<file path="src/rtl/serial_addsub_if.sv">
// Handshake and operand/result bundle for serial_addsub.
// master: start/mode/a/b out, busy/done/s/cout/ovf(/z) in; slave mirrors it.
// Optional z (zero flag) exists only with SERIAL_ADDSUB_ZERO_FLAG_EN defined.
interface serial_addsub_if #(
    parameter int WIDTH = 4
);
    logic             start;
    logic             mode;
    logic [WIDTH-1:0] a;
    logic [WIDTH-1:0] b;
    logic             busy;
    logic             done;
    logic [WIDTH-1:0] s;
    logic             cout;
    logic             ovf;
`ifdef SERIAL_ADDSUB_ZERO_FLAG_EN
    logic             z;
`endif

    modport master (
        output start, mode, a, b,
`ifdef SERIAL_ADDSUB_ZERO_FLAG_EN
        input  z,
`endif
        input  busy, done, s, cout, ovf
    );

    modport slave (
        input  start, mode, a, b,
`ifdef SERIAL_ADDSUB_ZERO_FLAG_EN
        output z,
`endif
        output busy, done, s, cout, ovf
    );
endinterface

</file>
<file path="src/rtl/serial_addsub.sv">
// Multi-cycle LSB-first adder/subtractor, BITS_PER_CYCLE bits per RUN cycle.
// Ports: clk, rst (sync, active-high), bus (serial_addsub_if.slave):
//   start/mode/a/b in; busy/done/s/cout/ovf out (+ z if
//   SERIAL_ADDSUB_ZERO_FLAG_EN is defined: z = result==0, registered with s).
module serial_addsub #(
    parameter int WIDTH          = 4,
    parameter int BITS_PER_CYCLE = 1
) (
    input logic          clk,
    input logic          rst,
    serial_addsub_if.slave bus
);
    localparam int B  = BITS_PER_CYCLE;
    localparam int N  = WIDTH / BITS_PER_CYCLE;
    localparam int CW = $clog2(N + 1);

    typedef enum logic [1:0] {
        IDLE = 2'd0,
        RUN  = 2'd1,
        DONE = 2'd2
    } state_t;

    state_t state;
    state_t state_next;

    logic [WIDTH-1:0] opa;
    logic [WIDTH-1:0] opb;
    logic [WIDTH-1:0] res;
    logic [CW-1:0]    cnt;
    logic             carry;
    logic             last;

    logic [WIDTH-1:0] s_q;
    logic             cout_q;
    logic             ovf_q;

    logic [B:0]       sum;
    logic [WIDTH+B-1:0] res_wide;
    logic [WIDTH-1:0] res_next;
    logic             c_msb;

    // One chunk of the shared carry chain.
    always_comb begin
        sum = {1'b0, opa[B-1:0]} + {1'b0, opb[B-1:0]}
            + {{B{1'b0}}, carry};
        // Carry into the top bit of this chunk, recovered from its sum bit.
        c_msb = sum[B-1] ^ opa[B-1] ^ opb[B-1];
        // Sum chunk enters the result from the MSB end.
        res_wide = {sum[B-1:0], res};
        res_next = res_wide[WIDTH+B-1:B];
        last = (cnt == CW'(N - 1));
    end

    // State register
    always_ff @(posedge clk) begin
        if (rst) begin
            state <= IDLE;
        end else begin
            state <= state_next;
        end
    end

    // Next-state logic
    always_comb begin
        state_next = state;
        unique case (state)
            IDLE: if (bus.start) state_next = RUN;
            RUN:  if (last) state_next = DONE;
            DONE: state_next = IDLE;
            default: state_next = IDLE;
        endcase
    end

    // Output logic
    always_comb begin
        bus.busy = (state == RUN) || (state == DONE);
        bus.done = (state == DONE);
    end

    assign bus.s    = s_q;
    assign bus.cout = cout_q;
    assign bus.ovf  = ovf_q;

    // Datapath: operand/result shift registers and carry.
    always_ff @(posedge clk) begin
        if (rst) begin
            opa   <= '0;
            opb   <= '0;
            res   <= '0;
            cnt   <= '0;
            carry <= 1'b0;
        end else begin
            unique case (state)
                IDLE: begin
                    if (bus.start) begin
                        opa   <= bus.a;
                        // Subtract = add inverted b with carry-in 1.
                        opb   <= bus.b ^ {WIDTH{bus.mode}};
                        carry <= bus.mode;
                        cnt   <= '0;
                        res   <= '0;
                    end
                end
                RUN: begin
                    opa   <= opa >> B;
                    opb   <= opb >> B;
                    res   <= res_next;
                    carry <= sum[B];
                    cnt   <= cnt + CW'(1);
                end
                default: begin
                end
            endcase
        end
    end

    // Result registers: only touched on entry to DONE or by reset.
    always_ff @(posedge clk) begin
        if (rst) begin
            s_q    <= '0;
            cout_q <= 1'b0;
            ovf_q  <= 1'b0;
        end else if (state == RUN && last) begin
            s_q    <= res_next;
            cout_q <= sum[B];
            ovf_q  <= c_msb ^ sum[B];
        end
    end

`ifdef SERIAL_ADDSUB_ZERO_FLAG_EN
    logic z_q;

    always_ff @(posedge clk) begin
        if (rst) begin
            z_q <= 1'b0;
        end else if (state == RUN && last) begin
            z_q <= (res_next == '0);
        end
    end

    assign bus.z = z_q;
`endif
endmodule

</file>
<file path="src/flat_wrapper.sv">
// flat-port wrapper written by rule: the top's interface ports become plain ports
module serial_addsub_flat 
#(
    parameter int WIDTH          = 4,
    parameter int BITS_PER_CYCLE = 1
)
  (clk, rst, bus_start, bus_mode, bus_a, bus_b, bus_busy, bus_done, bus_s, bus_cout, bus_ovf);
  serial_addsub_if #(.WIDTH(WIDTH)) bus_i ();
  input logic clk;
  input logic rst;
  input wire logic [$bits(bus_i.start)-1:0] bus_start;
  input wire logic [$bits(bus_i.mode)-1:0] bus_mode;
  input wire logic [$bits(bus_i.a)-1:0] bus_a;
  input wire logic [$bits(bus_i.b)-1:0] bus_b;
  output wire logic [$bits(bus_i.busy)-1:0] bus_busy;
  output wire logic [$bits(bus_i.done)-1:0] bus_done;
  output wire logic [$bits(bus_i.s)-1:0] bus_s;
  output wire logic [$bits(bus_i.cout)-1:0] bus_cout;
  output wire logic [$bits(bus_i.ovf)-1:0] bus_ovf;
  assign bus_i.start = bus_start;
  assign bus_i.mode = bus_mode;
  assign bus_i.a = bus_a;
  assign bus_i.b = bus_b;
  assign bus_busy = bus_i.busy;
  assign bus_done = bus_i.done;
  assign bus_s = bus_i.s;
  assign bus_cout = bus_i.cout;
  assign bus_ovf = bus_i.ovf;
  serial_addsub #(.WIDTH(WIDTH), .BITS_PER_CYCLE(BITS_PER_CYCLE)) u_core (.clk(clk), .rst(rst), .bus(bus_i));
endmodule
</file>
<file path="config.mk">
export PLATFORM = sky130hd
export DESIGN_NAME = serial_addsub_flat
export DESIGN_NICKNAME = d
export VERILOG_FILES = /design/src/rtl/serial_addsub_if.sv /design/src/rtl/serial_addsub.sv /design/src/flat_wrapper.sv
export SDC_FILE = /design/constraint.sdc
export NUM_CORES = 1
export LEC_CHECK = 0
export CORE_MARGIN = 2
export CORE_UTILIZATION = 40
export CTS_CLUSTER_DIAMETER = 100
export DETAILED_ROUTE_END_ITERATION = 8
export PLACE_DENSITY = 0.7
export SYNTH_ARGS = -nofsm -noshare
export SYNTH_HDL_FRONTEND = slang
export SYNTH_SLANG_ARGS = --single-unit
</file>
<file path="constraint.sdc">
create_clock -name clk -period 2.1 [get_ports clk]
set_input_delay 0.21 -clock clk [delete_from_list [all_inputs] [get_ports clk]]
set_output_delay 0.21 -clock clk [all_outputs]
set_load 0.02 [all_outputs]
</file>
# Word level (Yosys, flattened, before mapping)
# Index checks and enable logic that the tools add are counted.
# Widths: inputs -> output; s select.
op_classes:
  add_sub_neg: 3
  n_reduce_logical: 6
  mux: 13
  bitwise: 4
  n_eq_ne: 5
op_table:
  columns: ["cell", "count"]
  rows:
  - ["$pmux 4 s2", 3]
  - ["$mux 4", 3]
  - ["$pmux 3 s2", 1]
  - ["$mux 2", 2]
  - ["$pmux 2 s2", 1]
  - ["$reduce_and 2->1", 2]
  - ["$xor 4x4->4", 1]
  - ["$add 3x1->3 const B", 1]
  - ["$eq 3x2->1 const B", 1]
  - ["$mux 3", 1]
  - ["$xor 1x1->1", 3]
  - ["$add 1x1->2", 1]
  - ["$add 2x1->2", 1]
  - ["$eq 2x1->1 const B", 1]
  - ["$eq 2x2->1 const B", 1]
  - ["$logic_not 2->1", 1]
  - ["$ne 2x1->1 const B", 1]
  - ["$ne 2x2->1 const B", 1]
  - ["$pmux 1 s2", 1]
  - ["$reduce_bool 2->1", 1]
  - ["$logic_and 1x1->1", 1]
  - ["$logic_or 1x1->1", 1]
  - ["$mux 1", 1]
word_totals:
  output_inout_bits: 8
  register_bits: 24
  inputBits: 12
  wordCells: 40

# Logic depth before layout (Yosys ltp)
# Gate-level depths: netlist of run 1.
depth:
  word_depth: 5
  depth_mapped: 7
  mapped_depth_nobuf: 5

# Worst setup path after synthesis of run 1
# OpenSTA, ideal clock, no wires.
synth_timing:
  path_kind: "reg-to-reg"
  from: "register u_core.state[1]"
  to: "register u_core.opb[2]"
  period_less_slack_ps: 1396
  setup_slack_ps: 704
  stages_incl_launch_ff: 7
  path_buffers: 1
  arrival_ps: 1264
  setup_time_ps: 132
  required_time_ps: 1968
  cell_sequence: "dfxtp_1 inv_1 ha_1 mux2_2 buf_6 o211ai_1 a21oi_1"
synth_between:
  elab_chain_cells: 3
  word_cells_on_any_way: 6
  cone_classes: "eq/ne (2); mux (1); reduce/logical (3)"
synth_lines:
  columns: ["item", "line", "source"]
  rows:
  - ["start: declaration", "serial_addsub.sv:23", "state_t state;"]
  - ["start signal: assignment", "serial_addsub.sv:59", "state <= state_next;"]
  - ["$eq 2x1->1 / $logic_not 2->1 (equally long branches)", "serial_addsub.sv:93", "unique case (state)"]
  - ["$reduce_bool 2->1 (no line) / $ne 2x2->1 (equally long branches)", null, null]
  - ["$reduce_and 2->1 (no line)", null, null]
  - ["end signal: assignment", "serial_addsub.sv:98", "opb <= bus.b ^ {WIDTH{bus.mode}};"]
  - ["end signal: assignment", "serial_addsub.sv:106", "opb <= opb >> B;"]
  - ["end: declaration", "serial_addsub.sv:27", "logic [WIDTH-1:0] opb;"]
# Several ways; a longest one is shown, not always the timed one.
# A chain may end at the register's enable or synchronous reset.

# Final worst setup path of run 1
layout_timing:
  from: "register u_core.state[0]"
  to: "output bus_busy"
layout_between:
  elab_chain_cells: 2
  word_cells_on_any_way: 3
  cone_classes: "eq/ne (2); reduce/logical (1)"
layout_lines:
  columns: ["item", "line", "source"]
  rows:
  - ["$eq 2x1->1 / $eq 2x2->1 (equally long branches)", "serial_addsub.sv:76", "bus.busy = (state == RUN) || (state == DONE);"]
  - ["$logic_or 1x1->1 (*)", "serial_addsub.sv:76", null]
  - ["end: declaration", "flat_wrapper.sv:15", "output wire logic [$bits(bus_i.busy)-1:0] bus_busy;"]
# Every way passes the cells marked *; elsewhere a longest branch is shown, timed or not.

==> reports/metrics.cfg, run 1 <==
[placement]
gp_routability_congestion=0.711
dp_slack_ns=0.582
dp_cells=164
dp_hpwl_mm=1.43
numPortBuffers=19

[synth]
synthTopCellsByArea=dfxtp_1 (42%), ha_1 (6.9%), a21oi_1 (6.5%)
synth_fp_nets=140
ys_types=26
netlist_instances=121
ys_ff_latch=23
syn_area_um2=1080
ys_seq_area_share_pct=42.4
yosysTopAreaCell=dfxtp_1
syn_area_per_cell_um2=8.97
netlist.area_leader.share_pct=42.4
yosysWarnings=0

[timing]
worstMarginPinSlew_ns=0.292
min_period_ns=1.87
fmax_ghz=0.536
finalSetupViolations=0
slew_headroom_pct=80.6
fin_skew_ns=0.00115
finalCritPeriodShare_pct=88.9
rsz0062_at_grt=false
finalSetupTns_ns=0
worst_slack_ns=0.234
report.final.slew_viol_count=0
finalHoldViolCount=0

[floorplan]
dieWidth_um=56.1
rows=18
core_um2=2520
start_util_pct=43.0
dieHeight_um=56.1
pin_count=20
fp.dieArea_um2=3140

[clock_tree]
clockRootBuffer=clkbuf_4
clock_sink_count=23
cts_setup_buffers=0
cts_hold_buffers=0
h-tree-depth=1
cts-buffers-inserted=3
cts_resized=0
cts_tree=built
clk_path_buf_depth=2
clk_latency_ns=0.31
clkTransAtPathRegs_ns=0.12

[run_status]
status=finished clean

[worst_setup_path]
ff2ff_path_depth=5
r2r_end=u_core.state[0]
worstPathRequired_ns=1.89
crit_path_end_kind=output pin
ff2ff_setup_slack_ns=0.55
critPathMaxFanout=4
critPathKind=flip-flop to output pin
r2r-start=u_core.state[1]
crit_arrival_ns=1.66
start_kind=flip-flop

[finish]
syn_to_final_growth_pct=21.3
fillCellCount=255
drive_above_1_share_pct=5.80
stdcell_count=168
multiInputGateArea_um2=553
final_nets=158
regArea_um2=460
diodes=0

[detailed_routing]
vias=877
detail_route.first_pass.iterations=4
wl_mm=1.90
first_iter_violations=9
drc=0
ant_nets=0
wl_per_cell_um=11.3
via_per_inst=5.22

[grt]
grt_pass1_wl_mm=3.06
grt_max_degree=24
antenna_found_initial=0
grt.overflow.total=0
grt_pass1_vias=747
grtUsageTotal_pct=12.0

[hold_path]
min_to=u_core.opb[3]
whs_path_depth=2
hp-start=u_core.opb[3]
hold_class=flip-flop to flip-flop

[power_and_ir_drop]
vdd_ir_drop_max_mv=0.548
p_leak_nw=0.492
power_uw=944
pwr_density_cell_nw_per_um2=717

[run]
maxCapViolations=0

[synthesized netlist by cell type]
cell type / instances
nand3b_1: 1
nand3_1: 6
mux2_2: 1
nand2_1: 12
inv_1: 5
mux2i_1: 5
buf_2: 2
xnor2_1: 1
a32oi_1: 5
fa_1: 1
ha_1: 6
xor2_1: 4
o211ai_1: 3
clkbuf_2: 1
a21o_1: 1
a211oi_1: 5
buf_6: 1
clkbuf_1: 5
nand2b_1: 5
dfxtp_1: 23
or3_1: 1
nor2_1: 10
buf_4: 1
nand4b_1: 1
nor3_1: 1
a21oi_1: 14
[through the flow]
stage | area, um2 | hold slack, ns | util, %
CTS | 1320 | 0.465 | 52.2
global route | 1320 | 0.479 | 52.2
detailed placement | 1290 | 0.448 | 51.1
floorplan | 1080 | 0.283 | -
finish | 1320 | 0.457 | 52.2
global placement | 1290 | 0.436 | 51.1
[cells in the final DEF (no fill, tap or decap)]
master / netlist / final
nand2b_1: 5 / 5
a21oi_1: 14 / 14
nand4b_1: 1 / 1
fa_1: 1 / 1
clkbuf_1: 5 / 1
mux2_2: 1 / 1
xor2_1: 4 / 4
a211oi_1: 5 / 5
o211ai_1: 3 / 3
nand3b_1: 1 / 1
buf_4: 1 / 4
dfxtp_1: 23 / 23
clkdlybuf4s50_1: 0 / 19
nand2_1: 12 / 12
or3_1: 1 / 1
nand3_1: 6 / 6
mux2i_1: 5 / 5
inv_1: 5 / 5
clkbuf_4: 0 / 3
a21o_1: 1 / 1
nor2_1: 10 / 10
a32oi_1: 5 / 5
ha_1: 6 / 6
nor3_1: 1 / 1
xnor2_1: 1 / 1
[registers in the layout, summed over array words and instances, names as in the netlist]
signal	cells
u_core.bus.s	4
u_core.state	2
u_core.carry	1
u_core.cnt	3
u_core.opa	4
u_core.bus.cout	1
u_core.bus.ovf	1
u_core.res	3
u_core.opb	4
[per-layer routing]
metal / wire length [um] / global-route usage (%) / vias to the layer above
met2: 954 / 21.2 / 22
met4: 0 / 1.02 / 0
li1: - / - / 451
met1: 847 / 14.2 / 404
met5: 0 / 0 / -
met3: 96 / 4.88 / 0
[logic make-up after synthesis]
logic type	share of synthesized area, %
compound gates	16.7
mux	5.65
simple gates	15.8
fa+ha+maj	8.77
buf+inv	6.57
flops	42.4
xor+xnor	4.04
[how the worst max path moves through the flow]
stage | from | to | slack [ns]
floorplan | u_core.state[1] | u_core.opb[2] | 0.70
global placement | u_core.state[0] | bus_busy | 0.61
detailed placement | u_core.state[0] | bus_busy | 0.58
CTS | u_core.state[0] | bus_busy | 0.22
global route | u_core.state[0] | bus_busy | 0.17
finish | u_core.state[0] | bus_busy | 0.23
[worst max-delay path, stage by stage, from the launching register on]
cell and delay [ns]:
dfxtp_1 0.40, inv_1 0.08, ha_1 0.28, clkdlybuf4s50_1 0.59
[area by class of cell]
type / count / area share (%)
clock buffer: 4 / 2.00
timing repair buffer: 23 / 16.7
inverter: 5 / 1.43
sequential: 23 / 35.0
tap: 30 / 2.85
multi-input combinational: 83 / 42.0
[power by group]
group	total, mW	internal, mW	switching (mW)
sequential	0.492	0.470	0.0219
clock	0.204	0.0742	0.130
combinational	0.248	0.115	0.133
(Power assumes the default switching activity.)
==> run 2, diff against run 1 <==
Settings changed: RECOVER_POWER from default to 25.
==> reports/metrics.cfg, run 2 (same netlist as run 1, synthesis figures left out) <==
[run_status]
status=finished clean  ; unchanged

[timing]
fmax_ghz=0.536  ; about the same
slew_headroom_pct=68.0  ; was 80.6%
finalSetupTns_ns=0  ; unchanged
finalHoldViolCount=0  ; unchanged
worst_slack_ns=0.234  ; about the same
finalCritPeriodShare_pct=88.9  ; about the same
worstMarginPinSlew_ns=0.480  ; was 0.292 ns
fin_skew_ns=0.00137  ; was 0.00115 ns
fin_hold_ws_ns=0.457  ; about the same
report.final.slew_viol_count=0  ; unchanged
finalSetupViolations=0  ; unchanged
rsz0062_at_grt=false  ; unchanged
min_period_ns=1.87  ; about the same

[floorplan]
dieWidth_um=56.1  ; unchanged
pin_count=20  ; unchanged
fp.dieArea_um2=3140  ; unchanged
rows=18  ; unchanged
dieHeight_um=56.1  ; unchanged
core_um2=2520  ; unchanged
start_util_pct=43.0  ; unchanged

[placement]
gp_routability_congestion=0.711  ; unchanged
dp_hpwl_mm=1.43  ; unchanged
dp_cells=164  ; unchanged
numPortBuffers=19  ; unchanged
dp_slack_ns=0.582  ; unchanged

[power_and_ir_drop]
pwr-share-seq_pct=52.3  ; was 52.1%
p_leak_nw=0.503  ; was 0.492 nW
pwr_density_cell_nw_per_um2=718  ; was 717 nW/um2
vdd_ir_drop_max_mv=0.548  ; about the same
clkPwrFrac_pct=21.7  ; was 21.6%
sw_frac_of_total_pct=30.3  ; was 30.1%
p_switching_uw=285  ; about the same
power_frac_comb_pct=26.0  ; was 26.2%
internal_power_uw=657  ; was 660 uW

[grt]
grt_pass1_vias=747  ; unchanged
grt_pass1_wl_mm=3.06  ; unchanged
antenna_found_initial=0  ; unchanged
grt.overflow.total=0  ; unchanged
grtUsageTotal_pct=12.0  ; unchanged
grt_max_degree=24  ; unchanged

[detailed_routing]
ant_nets=0  ; unchanged
detail_route.first_pass.iterations=4  ; unchanged
via_per_inst=5.23  ; was 5.22
wl_mm=1.90  ; about the same
drc=0  ; unchanged
wl_per_cell_um=11.3  ; about the same
first_iter_violations=12  ; was 9
vias=879  ; was 877

[finish]
stdcell_count=168  ; unchanged
final_nets=158  ; unchanged
diodes=0  ; unchanged
final_common_cell=dfxtp_1  ; unchanged
syn_to_final_growth_pct=21.0  ; was 21.3%
fin_util_pct=52.0  ; was 52.2%
drive_above_1_share_pct=5.07  ; was 5.80%
final_cell_mix=dfxtp_1 (23), clkdlybuf4s50_1 (15), a21oi_1 (14)  ; was dfxtp_1 (23), clkdlybuf4s50_1 (19), a21oi_1 (14)

[hold_path]
min_to=u_core.opb[3]  ; unchanged
hold_class=flip-flop to flip-flop  ; unchanged
hp-start=u_core.opb[3]  ; unchanged
whs_path_depth=2  ; unchanged

[clock_tree]
clkTransAtPathRegs_ns=0.12  ; about the same
clockRootBuffer=clkbuf_4  ; unchanged
cts_resized=0  ; unchanged
cts-buffers-inserted=3  ; unchanged
clk_latency_ns=0.31  ; about the same
cts_setup_buffers=0  ; unchanged
cts_tree=built  ; unchanged
h-tree-depth=1  ; unchanged
cts_hold_buffers=0  ; unchanged
clk_path_buf_depth=2  ; unchanged
clock_sink_count=23  ; unchanged

[worst_setup_path]
ff2ff_setup_slack_ns=0.36  ; was 0.55 ns
worstPathRequired_ns=1.89  ; about the same
critPathKind=flip-flop to output pin  ; unchanged
crit_start=u_core.state[0]  ; unchanged
start_kind=flip-flop  ; unchanged
ff2ff_path_depth=6  ; was 5
crit_arrival_ns=1.66  ; about the same
r2r_end=u_core.opa[3]  ; was u_core.state[0]
crit_path_end_kind=output pin  ; unchanged
critPathMaxFanout=4  ; unchanged
r2r-start=u_core.state[1]  ; unchanged

[run]
maxCapViolations=0  ; unchanged

## run 2: changes by cell type in the layout (fill, tap and decap cells not counted), sizes merged
| cell | previous run | this run |
|---|---|---|
| buf | 4 | 3 |
| clkdlybuf4s50 | 19 | 15 |
| dlygate4sd3 | 0 | 4 |
| clkbuf | 4 | 5 |
## run 2: area by class of cell
cell class	instances	area (um2)
sequential	23	460
fill	256	1210
inverter	5	18.8
clock buffer	4	26.3
multi-input combinational	83	553
timing repair buffer	23	216
tap	30	37.5
## run 2: worst max-delay path by stage
stage                               end  depth (start not counted)
final                          bus_busy                          3
after global routing           bus_busy                          3
after CTS                      bus_busy                          3
after detailed placement       bus_busy                          3
after global placement         bus_busy                          3
after floorplan           u_core.opb[2]                          6
## run 2: metal layers
metal | part of all wire (%) | up-vias | GRT usage, % | wire length, um
met5 | 0 | - | 0 | 0
met4 | 0 | 0 | 1.02 | 0
met3 | 5.1 | 0 | 4.88 | 97
met2 | 51 | 21 | 21.2 | 962
met1 | 44 | 407 | 14.2 | 838
li1 | - | 451 | - | -
## run 2: worst max-delay path, stage by stage, from the launching register on
cell	delay, ns
dfxtp_1	0.40
inv_1	0.08
ha_1	0.28
clkdlybuf4s50_1	0.59
## run 2: through the flow
| stage | power (mW) | area (um2) |
|---|---|---|
| 6_report | 0.942 | 1310 |
| 3_5_place_dp | 0.752 | 1290 |
| 4_1_cts | 0.951 | 1320 |
| 3_3_place_gp | 0.742 | 1290 |
| 5_1_grt | 0.994 | 1310 |
| 2_1_floorplan | 0.685 | 1080 |
## run 2: power by group through the flow
| stage | Sequential, mW | Combinational (mW) | Clock (mW) |
|---|---|---|---|
| global placement | 0.501 | 0.241 | 0 |
| global route | 0.495 | 0.269 | 0.229 |
| CTS | 0.493 | 0.249 | 0.210 |
| detailed placement | 0.503 | 0.249 | 0 |
| floorplan | 0.498 | 0.187 | 0 |
| finish | 0.492 | 0.245 | 0.204 |
==> edit 1, RTL diff (settings of run 2) <==
`WIDTH` is set to 4 in 3 places; all go to 2.
--- a/src/rtl/serial_addsub_if.sv
+++ b/src/rtl/serial_addsub_if.sv
@@ -3,5 +3,5 @@
 // Optional z (zero flag) exists only with SERIAL_ADDSUB_ZERO_FLAG_EN defined.
 interface serial_addsub_if #(
-    parameter int WIDTH = 4
+    parameter int WIDTH = 2
 );
     logic             start;
--- a/src/rtl/serial_addsub.sv
+++ b/src/rtl/serial_addsub.sv
@@ -4,5 +4,5 @@
 //   SERIAL_ADDSUB_ZERO_FLAG_EN is defined: z = result==0, registered with s).
 module serial_addsub #(
-    parameter int WIDTH          = 4,
+    parameter int WIDTH          = 2,
     parameter int BITS_PER_CYCLE = 1
 ) (
--- a/src/flat_wrapper.sv
+++ b/src/flat_wrapper.sv
@@ -2,5 +2,5 @@
 module serial_addsub_flat 
 #(
-    parameter int WIDTH          = 4,
+    parameter int WIDTH          = 2,
     parameter int BITS_PER_CYCLE = 1
 )
Ports: changed (resized bus_a, bus_b and bus_s); port bits go from 20 to 14. The function was not compared with the original's and may differ.
==> edit 1 against run 2 <==
Wire length shrank 28%. Maximum frequency grew 2.9%. Sequential cell count is 9 lower. Design area down 30%. Total power is 26% lower. Synthesized area fell by 33%. Worst setup slack improved by 0.052 ns. Utilization increased by 0.94 points. Critical path type unchanged.
==> edit 1: results (changes against run 2) <==
Run status
  • Outcome: finished, final reports clean

Clock tree
  • Clock latency on the worst-skew pair: 0.29 ns (-0.02 ns)

Worst hold path
  • Hold depth: 2 (unchanged)
  • Hold EP: u_core.opb[1]
  • Beginning of the worst hold path: u_core.opb[1]

Detailed routing
  • Post-Route WL: 1370 um (-28%)
  • Via count: 600 (-32%)
  • Initial drt markers: 2 (-10)
  • 1st-pass router iterations: 3 (-1)
  • Wire length per cell: 11.2 um (-1.2%)

Synth
  • Sequential-to-total area share from yosys stat: 0.385 (-0.0396)
  • Post-Syn Nets: 97 (-31%)
  • Gate Count Post-Synth: 84 (-31%)
  • Post-synthesis mux area share: 0.0567 (+0.000184)
  • Compound-Gate Fraction of Synth Area: 0.168 (+0.00114)
  • Synth area leaders: dfxtp_1 (38%), ha_1 (6.9%), a21oi_1 (5.5%)
  • Synth Area in Adders: 0.0962 (+0.00856)
  • Synth top cells by count: dfxtp_1 (14), nand2_1 (10), a21oi_1 (8)
  • Yosys cell types: 25 (-3.8%)

Layout
  • Fillcell total: 174 (-32%)
  • Share of layout cells above drive strength 1: 0.0714 (+0.0207)
  • Fin nets: 112 (-29%)

Power
  • Net Sw Power: 0.000210 W (-26%)
  • Max VDD drop: 378 uV (-31%)
  • Seq power: 0.000301 W (-39%)
  • Comb pwr share: 0.276 (+0.016)
  • Leak: 0.328 nW (-35%)
  • Power Combinational: 0.000193 W (-21%)

GRT
  • Global-route wire length before repair: 2210 um (-28%)
  • Global-route usage over all layers: 0.149 (+0.0290)
  • Vias in the first global route: 514 (-31%)
  • Largest net degree at the start of global routing: 15 (-38%)

Placement
  • Dpl hpwl: 1020 um (-29%)
  • Port bufs: 13 (-6)
  • Placed instance area: 878 um2 (-32%)

Worst setup path
  • Crit path max fanout: 3 (-1)
  • Worst Reg-to-Reg Cells: 5 (-1)
  • Worst flop-to-flop path endpoint: u_core.opb[1]
  • Critical Path AT: 1.60 ns (-0.06 ns)

STA
  • Max-slew headroom: 0.635 (-0.0448)
  • Worst Clk Skew: 0.00982 ns (+0.00846 ns)
[edit 1: layout make-up]
| cell class | instances | area share |
|---|---|---|
| Timing Repair Buffer | 14 | 0.150 |
| Clock buffer | 4 | 0.0397 |
| Inverter | 7 | 0.0287 |
| Sequential cell | 14 | 0.306 |
| Tap cell | 25 | 0.0342 |
| Multi-Input combinational cell | 59 | 0.440 |
[edit 1: stage by stage]
step                 util  hold WS [ns]  setup slack [ns]
global placement    0.509         0.438             0.508
floorplan               -         0.283             0.634
finish              0.530         0.453             0.286
global route        0.530         0.486             0.207
CTS                 0.530         0.453             0.270
detailed placement  0.509         0.441             0.514
[edit 1: worst max-delay path, stage by stage, from the launching register on]
cell,delay (ns)
dfxtp_1,0.37
inv_1,0.07
ha_1,0.27
clkdlybuf4s50_1,0.59
[edit 1: per-layer routing]
metal	vias to the layer above	part of all wire	track usage
li1	311	-	-
met1	270	0.47	0.177
met2	15	0.46	0.228
met3	4	0.050	0.0706
met4	0	0.015	0.0667
met5	-	0	0
==> edit 2, RTL diff (flow settings as in run 2) <==
Made on the original files. The 3 states of `state_t` get a one-hot encoding in 3 bits.
--- a/src/rtl/serial_addsub.sv
+++ b/src/rtl/serial_addsub.sv
@@ -15,8 +15,8 @@
     localparam int CW = $clog2(N + 1);
 
-    typedef enum logic [1:0] {
-        IDLE = 2'd0,
-        RUN  = 2'd1,
-        DONE = 2'd2
+    typedef enum logic [2:0] {
+        IDLE = 3'b001,
+        RUN  = 3'b010,
+        DONE = 3'b100
     } state_t;
 
Behaviour: same outputs for any inputs over 10 cycles, from zero or initial values and one cycle with rst high; not proved beyond that.
==> edit 2 against run 2 <==
Global-route usage rose by 1.9 points. Maximum frequency fell by 7.3%. Synthesized area rose by 0.81%. Total power rose by 1.4%. Register-to-register slack improved by 0.03 ns. Sequential cell count rose by 1. Cell count fell by 9.5%. Synthesized cell count fell by 14%. Hold slack improved by 0.020 ns. Worst setup slack got worse by 0.15 ns. Wire length rose by 4.2%. Design area rose by 1.8%. Critical path type unchanged. Largest cell class unchanged. Highest routed layer is now met4.
==> edit 2: results (changes against run 2) <==
GRT
  • Global-route usage over all layers: 0.139 (+0.0186)
  • Global-route wire length before repair: 3500 um (+14%)
  • Largest net degree at the start of global routing: 16 (-33%)
  • Vias in the first global route: 825 (+10%)
  • Initial antenna violation count: 0 (unchanged)

Worst setup path
  • Worst Reg-to-Reg Cells: 3 (-3)
  • Reg-to-reg startpoint: u_core.state[0]
  • Worst flop-to-flop path endpoint: u_core.cnt[2]
  • Crit path max fanout: 8 (+4)
  • Reg2reg setup slack: 0.39 ns (+0.03 ns)
  • Critical Path AT: 1.80 ns (+0.14 ns)

Placement
  • Routability congestion estimate from global placement: 0.744 (+4.6%)
  • Placed instance area: 0.00129 mm2 (about the same)
  • Port bufs: 19 (unchanged)
  • Dpl hpwl: 1450 um (+1.1%)

Detailed routing
  • Via density: 5.42 (+3.6%)
  • Wire length per cell: 13.0 um (+15%)
  • 1st-pass router iterations: 4 (unchanged)
  • Initial drt markers: 9 (-3)

Layout
  • Ant. Diodes: 0 (unchanged)
  • Share of layout cells above drive strength 1: 0.123 (+0.0722)
  • Fin nets: 138 (-13%)

Clock tree
  • CTS Buf Count: 3 (unchanged)
  • Clk buf depth: 2 (unchanged)
  • Clk slew on worst S/H paths: 0.13 ns
  • H-tree levels: 1 (unchanged)
  • Clock latency on the worst-skew pair: 0.31 ns (about the same)
  • Setup Buffers After CTS: 0 (unchanged)
  • CTS root buf: clkbuf_4

Worst hold path
  • Worst min path class: reg2reg
  • Hold depth: 1 (-1)
  • Hold EP: u_core.cnt[2]
  • Beginning of the worst hold path: u_core.cnt[2]

STA
  • Period Utilization, post-route: 0.959 (+0.0699)
  • Worst Clk Skew: 0.00480 ns (+0.00343 ns)
  • Worst-Margin Slew: 0.795 ns (+0.314 ns)

Synth
  • Post-synth ARST share: 0 (unchanged)
  • Synth area leaders: dfxtp_1 (44%), nor2_1 (5.8%), mux2i_1 (5.5%)
  • Yosys warnings: 0 (unchanged)
  • Yosys cell types: 33 (+27%)
  • Post-Syn Nets: 119 (-15%)
  • Sequential-to-total area share from yosys stat: 0.439 (+0.0149)
  • Synth top cells by count: dfxtp_1 (24), nor2_1 (17), nor3_1 (11)
  • Main synth FF type: dfxtp_1

Run status
  • Outcome: finished, final reports clean

Power
  • Max VDD drop: 594 uV (+8.4%)
  • Leak: 0.482 nW (-4.2%)
-- edit 2: cell types whose count changed after synthesis, moves of 4 or more --
cell and delta:
ha_1 -4, xnor2_1 +4, nor4_1 +4, nor3_1 +10, a211oi_1 -4, a32oi_1 -5
nand2_1 -12, nand3_1 -6, xor2_1 -4, inv_1 -4, nor2_1 +7, a21oi_1 -14
a22o_1 +4
-- edit 2: cell families (layout without fill, tap and decap cells) --
kind of cell | Yosys count | count (layout) | share of synthesized area
AOI/OAI and AO/OA | 13 | 13 | 0.134
xor gates and xnor gates | 5 | 5 | 0.0400
adders and majority gates | 3 | 3 | 0.0412
buffers and inverters | 8 | 26 | 0.0469
DFF | 24 | 24 | 0.439
muxes | 6 | 6 | 0.0549
and+or+nand+nor | 45 | 45 | 0.244
-- edit 2: repair_timing --
item	in CTS	in global routing
endpoints found under the hold margin	0	0
resized for setup	0	2
endpoints found under the setup margin	0	1
-- edit 2: power breakdown --
part           switching (W)  internal [W]
Sequential         0.0000174      0.000477
Combinational      0.0000628     0.0000652
Clock               0.000140      0.000193
Total               0.000220      0.000735
-- edit 2: per-layer routing --
layer | global-route usage | wire [um]
met5 | 0 | 0
met4 | 0.0510 | 13
met3 | 0.0276 | 60
met2 | 0.249 | 978
met1 | 0.163 | 924
-- edit 2: cell type report --
cell class                 instances  area (um2)
timing repair buffer              21         201
sequential                        24         483
multi-input combinational         72         558
inverter                           1        3.75
clock buffer                       3        22.5
fill                             235        1210
clock inverter                     1        30.0
tap                               30        37.5
-- edit 2: worst max-delay path by stage --
stage                    startpoint        to  slack [ns]  depth (start not counted)
floorplan           u_core.state[2]  bus_busy        0.56                          3
detailed placement  u_core.state[1]  bus_busy        0.43                          3
finish              u_core.state[0]  bus_busy        0.09                          3
global route        u_core.state[0]  bus_busy        0.01                          3
CTS                 u_core.state[2]  bus_busy        0.06                          3
global placement    u_core.state[0]  bus_busy        0.45                          3
-- edit 2: metrics by stage --
step	hold WS, ns	utilization	std cells	worst slack (ns)
6_report	0.477	0.525	152	0.0869
5_1_grt	0.485	0.525	152	0.0149
4_1_cts	0.473	0.527	152	0.0605
3_5_place_dp	0.450	0.506	148	0.434
3_3_place_gp	0.437	0.506	148	0.448
2_1_floorplan	0.392	-	104	0.562
-- edit 2: critical path, cell delays in order (launching register included) --
cell	delay, ns
dfxtp_1	0.40
or3b_1	0.41
nand2b_1	0.08
clkdlybuf4s50_1	0.60
